[config.mk]
export PLATFORM = sky130hd
export DESIGN_NAME = alu_exec_unit_flat
export DESIGN_NICKNAME = d
export VERILOG_FILES = /design/src/rtl/alu_exec_unit_pkg.sv /design/src/rtl/alu_exec_unit_if.sv /design/src/rtl/alu_exec_unit_mul.sv /design/src/rtl/alu_exec_unit.sv /design/src/flat_wrapper.sv
export SDC_FILE = /design/constraint.sdc
export NUM_CORES = 1
export LEC_CHECK = 0
export BUFFER_PORTS_ARGS = -buffer_cell sky130_fd_sc_hd__buf_2
export CAP_MARGIN = 25
export CORE_AREA = 2 2 205 207
export CTS_BUF_LIST = sky130_fd_sc_hd__clkbuf_16
export CTS_CLUSTER_SIZE = 16
export DETAILED_ROUTE_END_ITERATION = 6
export DIE_AREA = 0 0 207 209
export SYNTH_ARGS = -nofsm -noshare
export SYNTH_HDL_FRONTEND = slang
export SYNTH_SLANG_ARGS = --single-unit
[constraint.sdc]
create_clock -name Clk -period 8.63 [get_ports Clk]
set_input_delay 0.863 -clock Clk [delete_from_list [all_inputs] [get_ports Clk]]
set_output_delay 0.863 -clock Clk [all_outputs]
set_load 0.01 [all_outputs]
[src/rtl/alu_exec_unit_pkg.sv]
// Shared ALUControl code map and execute-unit FSM encoding, imported by the
// ALU control decoder and the execute unit.
package alu_defs;

  localparam logic [5:0] ALU_ADD  = 6'b100000;
  localparam logic [5:0] ALU_SUB  = 6'b100010;
  localparam logic [5:0] ALU_MUL  = 6'b011000;
  localparam logic [5:0] ALU_AND  = 6'b100100;
  localparam logic [5:0] ALU_OR   = 6'b100101;
  localparam logic [5:0] ALU_NOR  = 6'b100111;
  localparam logic [5:0] ALU_XOR  = 6'b100110;
  localparam logic [5:0] ALU_SLL  = 6'b000000;
  localparam logic [5:0] ALU_SRL  = 6'b000010;
  localparam logic [5:0] ALU_SLT  = 6'b101010;
  localparam logic [5:0] ALU_JR   = 6'b001000;
  localparam logic [5:0] ALU_BCMP = 6'b000001;
  localparam logic [5:0] ALU_SB   = 6'b101000;
  localparam logic [5:0] ALU_SH   = 6'b101001;
  localparam logic [5:0] ALU_LH   = 6'b100001;

  typedef enum logic [0:0] {
    ST_IDLE     = 1'b0,
    ST_MUL_BUSY = 1'b1
  } alu_state_e;

  // True for every code the execute unit implements, MUL included.
  function automatic logic alu_code_known(input logic [5:0] code);
    logic known;
    case (code)
      ALU_ADD, ALU_SUB, ALU_MUL, ALU_AND, ALU_OR, ALU_NOR, ALU_XOR,
      ALU_SLL, ALU_SRL, ALU_SLT, ALU_JR, ALU_BCMP, ALU_SB, ALU_SH,
      ALU_LH:  known = 1'b1;
      default: known = 1'b0;
    endcase
    return known;
  endfunction

endpackage

[src/rtl/alu_exec_unit_if.sv]
// Issue/result bundle between the ID/EX stage and the execute unit.
interface alu_exec_if #(
  parameter int WIDTH = 32
);

  logic             in_valid;
  logic [5:0]       ALUControl;
  logic [WIDTH-1:0] A;
  logic [WIDTH-1:0] B;
  logic [4:0]       shamt;
  logic             flush;
  logic             ready;
  logic             out_valid;
  logic [WIDTH-1:0] Result;
  logic             Zero;
  logic             Neg;
  logic             illegal;

  modport master (
    output in_valid, ALUControl, A, B, shamt, flush,
    input  ready, out_valid, Result, Zero, Neg, illegal
  );

  modport slave (
    input  in_valid, ALUControl, A, B, shamt, flush,
    output ready, out_valid, Result, Zero, Neg, illegal
  );

endinterface

[src/rtl/alu_exec_unit_mul.sv]
// Iterative shift-add multiplier: retires MUL_STEP_BITS multiplier bits per
// cycle and flags the final step so the caller can register the product.
module iter_multiplier #(
  parameter int WIDTH         = 32,
  parameter int MUL_STEP_BITS = 1
) (
  input  logic             clk_i,
  input  logic             rst_i,
  input  logic             start_i,
  input  logic             abort_i,
  input  logic [WIDTH-1:0] a_i,
  input  logic [WIDTH-1:0] b_i,
  output logic             done_o,
  output logic [WIDTH-1:0] product_o
);

  localparam int STEPS = WIDTH / MUL_STEP_BITS;
  localparam int CNT_W = $clog2(STEPS + 1);
  localparam logic [CNT_W-1:0] CNT_LOAD = CNT_W'(STEPS);
  localparam logic [CNT_W-1:0] CNT_ONE  = CNT_W'(1);
  localparam logic [CNT_W-1:0] CNT_ZERO = {CNT_W{1'b0}};

  logic [WIDTH-1:0] mcand_q, mcand_d;
  logic [WIDTH-1:0] mplier_q, mplier_d;
  logic [WIDTH-1:0] acc_q, acc_d;
  logic [CNT_W-1:0] cnt_q, cnt_d;
  logic [WIDTH-1:0] partial_s;
  logic             busy_s;

  assign busy_s = (cnt_q != CNT_ZERO);

  // Partial product of the multiplicand with the low multiplier bits.
  always_comb begin
    partial_s = {WIDTH{1'b0}};
    for (int k = 0; k < MUL_STEP_BITS; k++) begin
      if (mplier_q[k]) begin
        partial_s = partial_s + (mcand_q << k);
      end else begin
        partial_s = partial_s;
      end
    end
  end

  // Load, step or abandon the multiply.
  always_comb begin
    mcand_d  = mcand_q;
    mplier_d = mplier_q;
    acc_d    = acc_q;
    cnt_d    = cnt_q;
    if (abort_i) begin
      cnt_d = CNT_ZERO;
    end else if (start_i) begin
      mcand_d  = a_i;
      mplier_d = b_i;
      acc_d    = {WIDTH{1'b0}};
      cnt_d    = CNT_LOAD;
    end else if (busy_s) begin
      acc_d    = acc_q + partial_s;
      mcand_d  = mcand_q << MUL_STEP_BITS;
      mplier_d = mplier_q >> MUL_STEP_BITS;
      cnt_d    = cnt_q - CNT_ONE;
    end else begin
      cnt_d = cnt_q;
    end
  end

  // Datapath and counter registers.
  always_ff @(posedge clk_i) begin
    if (rst_i) begin
      mcand_q  <= {WIDTH{1'b0}};
      mplier_q <= {WIDTH{1'b0}};
      acc_q    <= {WIDTH{1'b0}};
      cnt_q    <= CNT_ZERO;
    end else begin
      mcand_q  <= mcand_d;
      mplier_q <= mplier_d;
      acc_q    <= acc_d;
      cnt_q    <= cnt_d;
    end
  end

  // The last step's sum is offered directly so the product lands on the same edge.
  assign done_o    = busy_s && (cnt_q == CNT_ONE);
  assign product_o = acc_q + partial_s;

endmodule

[src/rtl/alu_exec_unit.sv]
// Execute-stage ALU: single-cycle ops register in one edge, MUL stalls issue
// via ready while the iterative multiplier runs.
module alu_exec_unit
  import alu_defs::*;
#(
  parameter int WIDTH         = 32,
  parameter int MUL_STEP_BITS = 1
) (
  input  logic       Clk,
  input  logic       Reset,
  alu_exec_if.slave  bus
);

  alu_state_e       state_q, state_d;
  logic             ready_s;
  logic             accept_s;
  logic             is_mul_s;
  logic             mul_start_s;
  logic             mul_abort_s;
  logic             mul_done_s;
  logic [WIDTH-1:0] mul_product_s;
  logic [WIDTH-1:0] sc_result_s;
  logic             sc_illegal_s;
  logic             load_s;
  logic [WIDTH-1:0] load_result_s;
  logic             load_illegal_s;

  logic             out_valid_q, out_valid_d;
  logic [WIDTH-1:0] result_q, result_d;
  logic             zero_q, zero_d;
  logic             neg_q, neg_d;
  logic             illegal_q, illegal_d;

  assign accept_s    = bus.in_valid && ready_s;
  assign is_mul_s    = (bus.ALUControl == ALU_MUL);
  assign mul_start_s = accept_s && is_mul_s && !bus.flush;
  assign mul_abort_s = (state_q == ST_MUL_BUSY) && bus.flush;

  iter_multiplier #(
    .WIDTH         (WIDTH),
    .MUL_STEP_BITS (MUL_STEP_BITS)
  ) u_mul (
    .clk_i     (Clk),
    .rst_i     (Reset),
    .start_i   (mul_start_s),
    .abort_i   (mul_abort_s),
    .a_i       (bus.A),
    .b_i       (bus.B),
    .done_o    (mul_done_s),
    .product_o (mul_product_s)
  );

  // FSM state register.
  always_ff @(posedge Clk) begin
    if (Reset) begin
      state_q <= ST_IDLE;
    end else begin
      state_q <= state_d;
    end
  end

  // FSM next state; flush beats completion in MUL_BUSY.
  always_comb begin
    state_d = state_q;
    case (state_q)
      ST_IDLE: begin
        if (mul_start_s) state_d = ST_MUL_BUSY;
        else             state_d = ST_IDLE;
      end
      ST_MUL_BUSY: begin
        if (bus.flush || mul_done_s) state_d = ST_IDLE;
        else                         state_d = ST_MUL_BUSY;
      end
      default: state_d = ST_IDLE;
    endcase
  end

  // FSM outputs.
  always_comb begin
    ready_s = 1'b0;
    case (state_q)
      ST_IDLE:     ready_s = 1'b1;
      ST_MUL_BUSY: ready_s = 1'b0;
      default:     ready_s = 1'b0;
    endcase
  end

  // Single-cycle operation datapath.
  always_comb begin
    sc_result_s  = {WIDTH{1'b0}};
    sc_illegal_s = !alu_code_known(bus.ALUControl);
    case (bus.ALUControl)
      ALU_ADD, ALU_SB, ALU_SH, ALU_LH: sc_result_s = bus.A + bus.B;
      ALU_SUB, ALU_BCMP:               sc_result_s = bus.A - bus.B;
      ALU_AND:  sc_result_s = bus.A & bus.B;
      ALU_OR:   sc_result_s = bus.A | bus.B;
      ALU_NOR:  sc_result_s = ~(bus.A | bus.B);
      ALU_XOR:  sc_result_s = bus.A ^ bus.B;
      ALU_SLL:  sc_result_s = bus.B << bus.shamt;
      ALU_SRL:  sc_result_s = bus.B >> bus.shamt;
      ALU_SLT: begin
        if ($signed(bus.A) < $signed(bus.B)) sc_result_s = {{(WIDTH-1){1'b0}}, 1'b1};
        else                                 sc_result_s = {WIDTH{1'b0}};
      end
      ALU_JR:   sc_result_s = bus.A;
      default:  sc_result_s = {WIDTH{1'b0}};
    endcase
  end

  // Pick what, if anything, lands in the output registers this edge.
  always_comb begin
    load_s         = 1'b0;
    load_result_s  = sc_result_s;
    load_illegal_s = sc_illegal_s;
    if (state_q == ST_MUL_BUSY) begin
      load_s         = mul_done_s && !bus.flush;
      load_result_s  = mul_product_s;
      load_illegal_s = 1'b0;
    end else if (accept_s && !is_mul_s && !bus.flush) begin
      load_s = 1'b1;
    end else begin
      load_s = 1'b0;
    end
  end

  // Result and flags hold whenever nothing completes.
  always_comb begin
    out_valid_d = 1'b0;
    result_d    = result_q;
    zero_d      = zero_q;
    neg_d       = neg_q;
    illegal_d   = illegal_q;
    if (load_s) begin
      out_valid_d = 1'b1;
      result_d    = load_result_s;
      zero_d      = (load_result_s == {WIDTH{1'b0}});
      neg_d       = load_result_s[WIDTH-1];
      illegal_d   = load_illegal_s;
    end else begin
      out_valid_d = 1'b0;
    end
  end

  // EX/MEM output registers.
  always_ff @(posedge Clk) begin
    if (Reset) begin
      out_valid_q <= 1'b0;
      result_q    <= {WIDTH{1'b0}};
      zero_q      <= 1'b0;
      neg_q       <= 1'b0;
      illegal_q   <= 1'b0;
    end else begin
      out_valid_q <= out_valid_d;
      result_q    <= result_d;
      zero_q      <= zero_d;
      neg_q       <= neg_d;
      illegal_q   <= illegal_d;
    end
  end

  assign bus.ready     = ready_s;
  assign bus.out_valid = out_valid_q;
  assign bus.Result    = result_q;
  assign bus.Zero      = zero_q;
  assign bus.Neg       = neg_q;
  assign bus.illegal   = illegal_q;

endmodule

[src/flat_wrapper.sv]
// flat-port wrapper written by rule: the top's interface ports become plain ports
module alu_exec_unit_flat import alu_defs::*;
#(
  parameter int WIDTH         = 32,
  parameter int MUL_STEP_BITS = 1
)
  (Clk, Reset, bus_in_valid, bus_ALUControl, bus_A, bus_B, bus_shamt, bus_flush, bus_ready, bus_out_valid, bus_Result, bus_Zero, bus_Neg, bus_illegal);
  alu_exec_if #(.WIDTH(WIDTH)) bus_i ();
  input  logic Clk;
  input  logic Reset;
  input wire logic [$bits(bus_i.in_valid)-1:0] bus_in_valid;
  input wire logic [$bits(bus_i.ALUControl)-1:0] bus_ALUControl;
  input wire logic [$bits(bus_i.A)-1:0] bus_A;
  input wire logic [$bits(bus_i.B)-1:0] bus_B;
  input wire logic [$bits(bus_i.shamt)-1:0] bus_shamt;
  input wire logic [$bits(bus_i.flush)-1:0] bus_flush;
  output wire logic [$bits(bus_i.ready)-1:0] bus_ready;
  output wire logic [$bits(bus_i.out_valid)-1:0] bus_out_valid;
  output wire logic [$bits(bus_i.Result)-1:0] bus_Result;
  output wire logic [$bits(bus_i.Zero)-1:0] bus_Zero;
  output wire logic [$bits(bus_i.Neg)-1:0] bus_Neg;
  output wire logic [$bits(bus_i.illegal)-1:0] bus_illegal;
  assign bus_i.in_valid = bus_in_valid;
  assign bus_i.ALUControl = bus_ALUControl;
  assign bus_i.A = bus_A;
  assign bus_i.B = bus_B;
  assign bus_i.shamt = bus_shamt;
  assign bus_i.flush = bus_flush;
  assign bus_ready = bus_i.ready;
  assign bus_out_valid = bus_i.out_valid;
  assign bus_Result = bus_i.Result;
  assign bus_Zero = bus_i.Zero;
  assign bus_Neg = bus_i.Neg;
  assign bus_illegal = bus_i.illegal;
  alu_exec_unit #(.WIDTH(WIDTH), .MUL_STEP_BITS(MUL_STEP_BITS)) u_core (.Clk(Clk), .Reset(Reset), .bus(bus_i));
endmodule
==> impl_metrics.py <==
metrics = {
    "cts": {
        "cts_sinks": 138,
        "cts_root_buffer": "clkbuf_16",
        "cts_setup_buffers": 0,
        "clk_pin_slew_worst_paths_ns": 0.06,
        "numCtsBuffers": 17,
        "ctsHoldBuffers": 0,
        "htreeDepth": 4,
        "cts_buffer_depth": 2,
        "cts_tree": "done",
        "ctsResizeCount": 0,
        "insertion_delay_ns": 0.49,
    },
    "pwr": {
        "p_leak_nw": 7.78,
        "peakVddDrop_mv": 0.357,
        "p_per_area_nw_per_um2": 139,
    },
    "setup_path": {
        "critPathBufInv": 2,
        "cpMostUsedCell": "nor3_1",
        "worstPathCellList": "buf_2, clkinv_1, nand2_1, o32ai_1, nor3_1, o221ai_1, a211o_1, a221oi_1, nand4_1, a2111o_1, or4_1, nor3_1, a32o_1",
        "crit_fanout": 36,
        "critical_path.max_stage_delay_ns": 0.87,
        "criticalPathCategory": "input port to flop",
        "end_kind": "flop",
        "start_kind": "input port",
        "critPathTopFamily": "simple AND/OR/NAND/NOR gates",
        "cpMaxStageDelayCell": "clkinv_1",
        "cp.arrival_ns": 6.11,
        "crit_required_ns": 9.07,
    },
    "detailed_routing": {
        "wire_per_inst_um": 30.8,
        "postRouteAntennaNets": 0,
        "dr_wl_met3_um": 9020,
        "highest_layer": "met4",
        "drc": 0,
        "vias": 20100,
        "via_per_inst": 6.86,
        "wl_met2_um": 37900,
        "first_pass_iters": 6,
        "drt-met1-wl_um": 37300,
        "drtIter0Drc": 2579,
        "wl_um": 90400,
    },
    "die": {
        "rows": 75,
        "core-area_sq_um": 41300,
        "dieHeight_um": 209,
        "die_w_um": 207,
        "start_util": 0.431,
        "die_area_sq_um": 43300,
        "ios": 116,
    },
    "synthesis": {
        "async_flop_share": 0,
        "yosys_warnings": 0,
        "ys_ff_latch": 138,
        "synth_ff_type": "dfxtp_1",
        "syn-cell-area_sq_um": 17800,
        "yosysUniqueCellTypes": 89,
        "syn_nets": 2638,
        "synth_edf_count": 0,
        "avgSynthCellArea_sq_um": 7.33,
        "yosysSeqAreaShare": 0.155,
        "netlist_instances": 2427,
    },
    "timing": {
        "fin_worst_skew_ns": 0.0118,
        "setup_viol": 0,
        "drv_slew": 0,
        "setup_tns_ns": 0,
        "period_needed_ns": 5.67,
        "worst_pin_slew_ns": 1.23,
        "hold_viol": 0,
        "finalCritPeriodShare": 0.657,
        "fmaxAchievable_mhz": 176,
        "rsz0062_at_grt": "false",
        "max-slew-margin-rel": 0.160,
    },
    "place": {
        "dp_hpwl_um": 69600,
        "placed_cells": 2907,
        "port-buffer-count": 115,
        "gp_congestion": 1.09,
    },
    "cells_and_area": {
        "multi_input_area_sq_um": 13800,
        "final_cells": 2938,
        "finalNetCount": 2598,
        "antenna_cells": 0,
        "regArea_sq_um": 2760,
        "fillerInstances": 4259,
        "layout-drive-gt1-share": 0.120,
        "area.growth.synth_to_final_pct": 7.34,
    },
    "grt": {
        "antenna_found_initial": 2,
        "overflow": 0,
        "grt_pass1_wl_um": 130000,
        "grt_pass1_vias": 18700,
        "grt_usage": 0.409,
        "grt_max_degree": 95,
    },
    "job": {
        "maxCapViolations": 0,
    },
    "min_path": {
        "hold_path_class": "flop to flop",
    },
    "outcome": {
        "outcome": "completed",
    },
}
[area by class of cell]
cell class                      instances  area share
Clock buffer                           17      0.0223
Multi-Input combinational cell       1968       0.721
Clock inverter                         14      0.0107
Inverter                              111      0.0218
Tap cell                              539      0.0353
Sequential cell                       138       0.145
Timing Repair Buffer                  151      0.0446
[synth_stat cells, drive strengths merged, types with 14 or more instances]
cell type    n  area, sq um
a311oi      65          569
nor2b       18          113
and3        15         93.8
nand3       62          310
mux4        49         1110
buf         65          378
o21ai      111          556
ha         129         1610
dfxtp      138         2760
nand2      336         1260
or3         19          119
a21o        27          203
xor2        19          166
a211o       14          123
inv        108          405
or2         17          106
o211ai      57          428
o21a        26          195
nand4       24          150
a221oi      27          254
a22o        23          201
a31oi       24          156
clkbuf     145          546
and2        47          294
nor3        50          250
nor2       215          807
nor4        18          113
mux2i       98          981
a21oi      155          780
nand2b      23          144
o311ai      14          123
a211oi      45          338
xnor2       36          315
o22ai       23          144
[state kept, by name, summed over array words and instances, names as in the netlist]
register,cells
u_core.u_mul.mplier_q,32
u_core.bus.Zero,1
u_core.u_mul.mcand_q,32
u_core.bus.Result,31
u_core.bus.illegal,1
u_core.bus.out_valid,1
u_core.bus.Neg,1
u_core.u_mul.cnt_q,6
u_core.u_mul.acc_q,32
u_core.state_q,1
[cell families (layout without fill, tap and decap cells)]
| family | Yosys count | in the layout | share of synthesized area |
|---|---|---|---|
| simple gates | 886 | 886 | 0.232 |
| compound gates | 736 | 736 | 0.291 |
| buf+inv | 321 | 293 | 0.0753 |
| mux | 159 | 159 | 0.125 |
| flops | 138 | 138 | 0.155 |
| fa+ha+maj | 132 | 132 | 0.0941 |
| xor+xnor | 55 | 55 | 0.0271 |
[cells in the final DEF, fill, tap and decap left out, types with 11 or more instances in the layout]
| cell | Yosys | final |
|---|---|---|
| nand2_1 | 336 | 335 |
| nor2_1 | 215 | 215 |
| a21oi_1 | 154 | 152 |
| dfxtp_1 | 138 | 137 |
| ha_1 | 129 | 129 |
| buf_2 | 32 | 113 |
| o21ai_0 | 110 | 110 |
| inv_1 | 107 | 108 |
| mux2i_1 | 98 | 98 |
| a311oi_1 | 65 | 65 |
| nand3_1 | 62 | 62 |
| o211ai_1 | 57 | 57 |
| nor3_1 | 50 | 47 |
| mux4_2 | 47 | 47 |
| and2_1 | 46 | 45 |
| a211oi_1 | 45 | 45 |
| buf_4 | 7 | 38 |
| xnor2_1 | 36 | 36 |
| a21o_1 | 27 | 27 |
| o21a_1 | 26 | 26 |
| a221oi_1 | 26 | 26 |
| nand4_1 | 24 | 24 |
| nand2b_1 | 23 | 23 |
| a31oi_1 | 23 | 23 |
| o22ai_1 | 23 | 23 |
| a22o_1 | 23 | 23 |
| xor2_1 | 19 | 19 |
| or3_1 | 19 | 19 |
| nor2b_1 | 18 | 18 |
| nor4_1 | 18 | 17 |
| or2_2 | 17 | 17 |
| clkbuf_16 | 0 | 17 |
| and3_1 | 15 | 15 |
| a211o_1 | 14 | 14 |
| o31ai_1 | 13 | 13 |
| mux2_2 | 12 | 12 |
| o311ai_0 | 12 | 12 |
| o21bai_1 | 11 | 11 |
[power breakdown]
| group | switching (W) | internal [W] | leakage (nW) | total (W) |
|---|---|---|---|---|
| Combinational | 0.000836 | 0.000310 | 6.35 | 0.00115 |
| Clock | 0.000316 | 0.000506 | 0.315 | 0.000822 |
| Sequential | 0.0000181 | 0.000660 | 1.12 | 0.000678 |
[worst paths after layout]
kind / start / end / slack [ns] / cells past startpoint
worst min-delay path: u_core.bus.Result[2] / u_core.bus.Result[2] / 0.45 / 2
worst max register to register: u_core.u_mul.mplier_q[0] / u_core.bus.Zero / 3.60 / 15
worst max-delay path: bus_shamt[2] / u_core.bus.Zero / 2.96 / 13
worst min register to register: u_core.bus.Result[2] / u_core.bus.Result[2] / 0.45 / 2
[metal layers]
layer / track usage / up-vias
met2: 0.600 / 1292
met1: 0.544 / 9698
met5: 0 / -
li1: - / 8916
met3: 0.0902 / 240
met4: 0.256 / 0
[tightest hold or removal path: stages, from the launching register on]
cell	delay (ns)
dfxtp_1	0.31
nand2_1	0.05
a21oi_1	0.05
[per-stage QoR]
| step | area, sq um | worst slack (ns) | hold WS (ns) | util | power, W |
|---|---|---|---|---|---|
| 2_1_floorplan | 17800 | 3.82 | 0.432 | - | 0.00140 |
| 6_report | 19100 | 2.96 | 0.454 | 0.462 | 0.00265 |
| 4_1_cts | 19100 | 3.20 | 0.457 | 0.462 | 0.00263 |
| 3_3_place_gp | 18500 | 2.67 | 0.442 | 0.447 | 0.00179 |
| 3_5_place_dp | 18500 | 2.69 | 0.449 | 0.447 | 0.00179 |
| 5_1_grt | 19100 | 2.88 | 0.473 | 0.462 | 0.00274 |
Power figures use the tool's default switching activity.
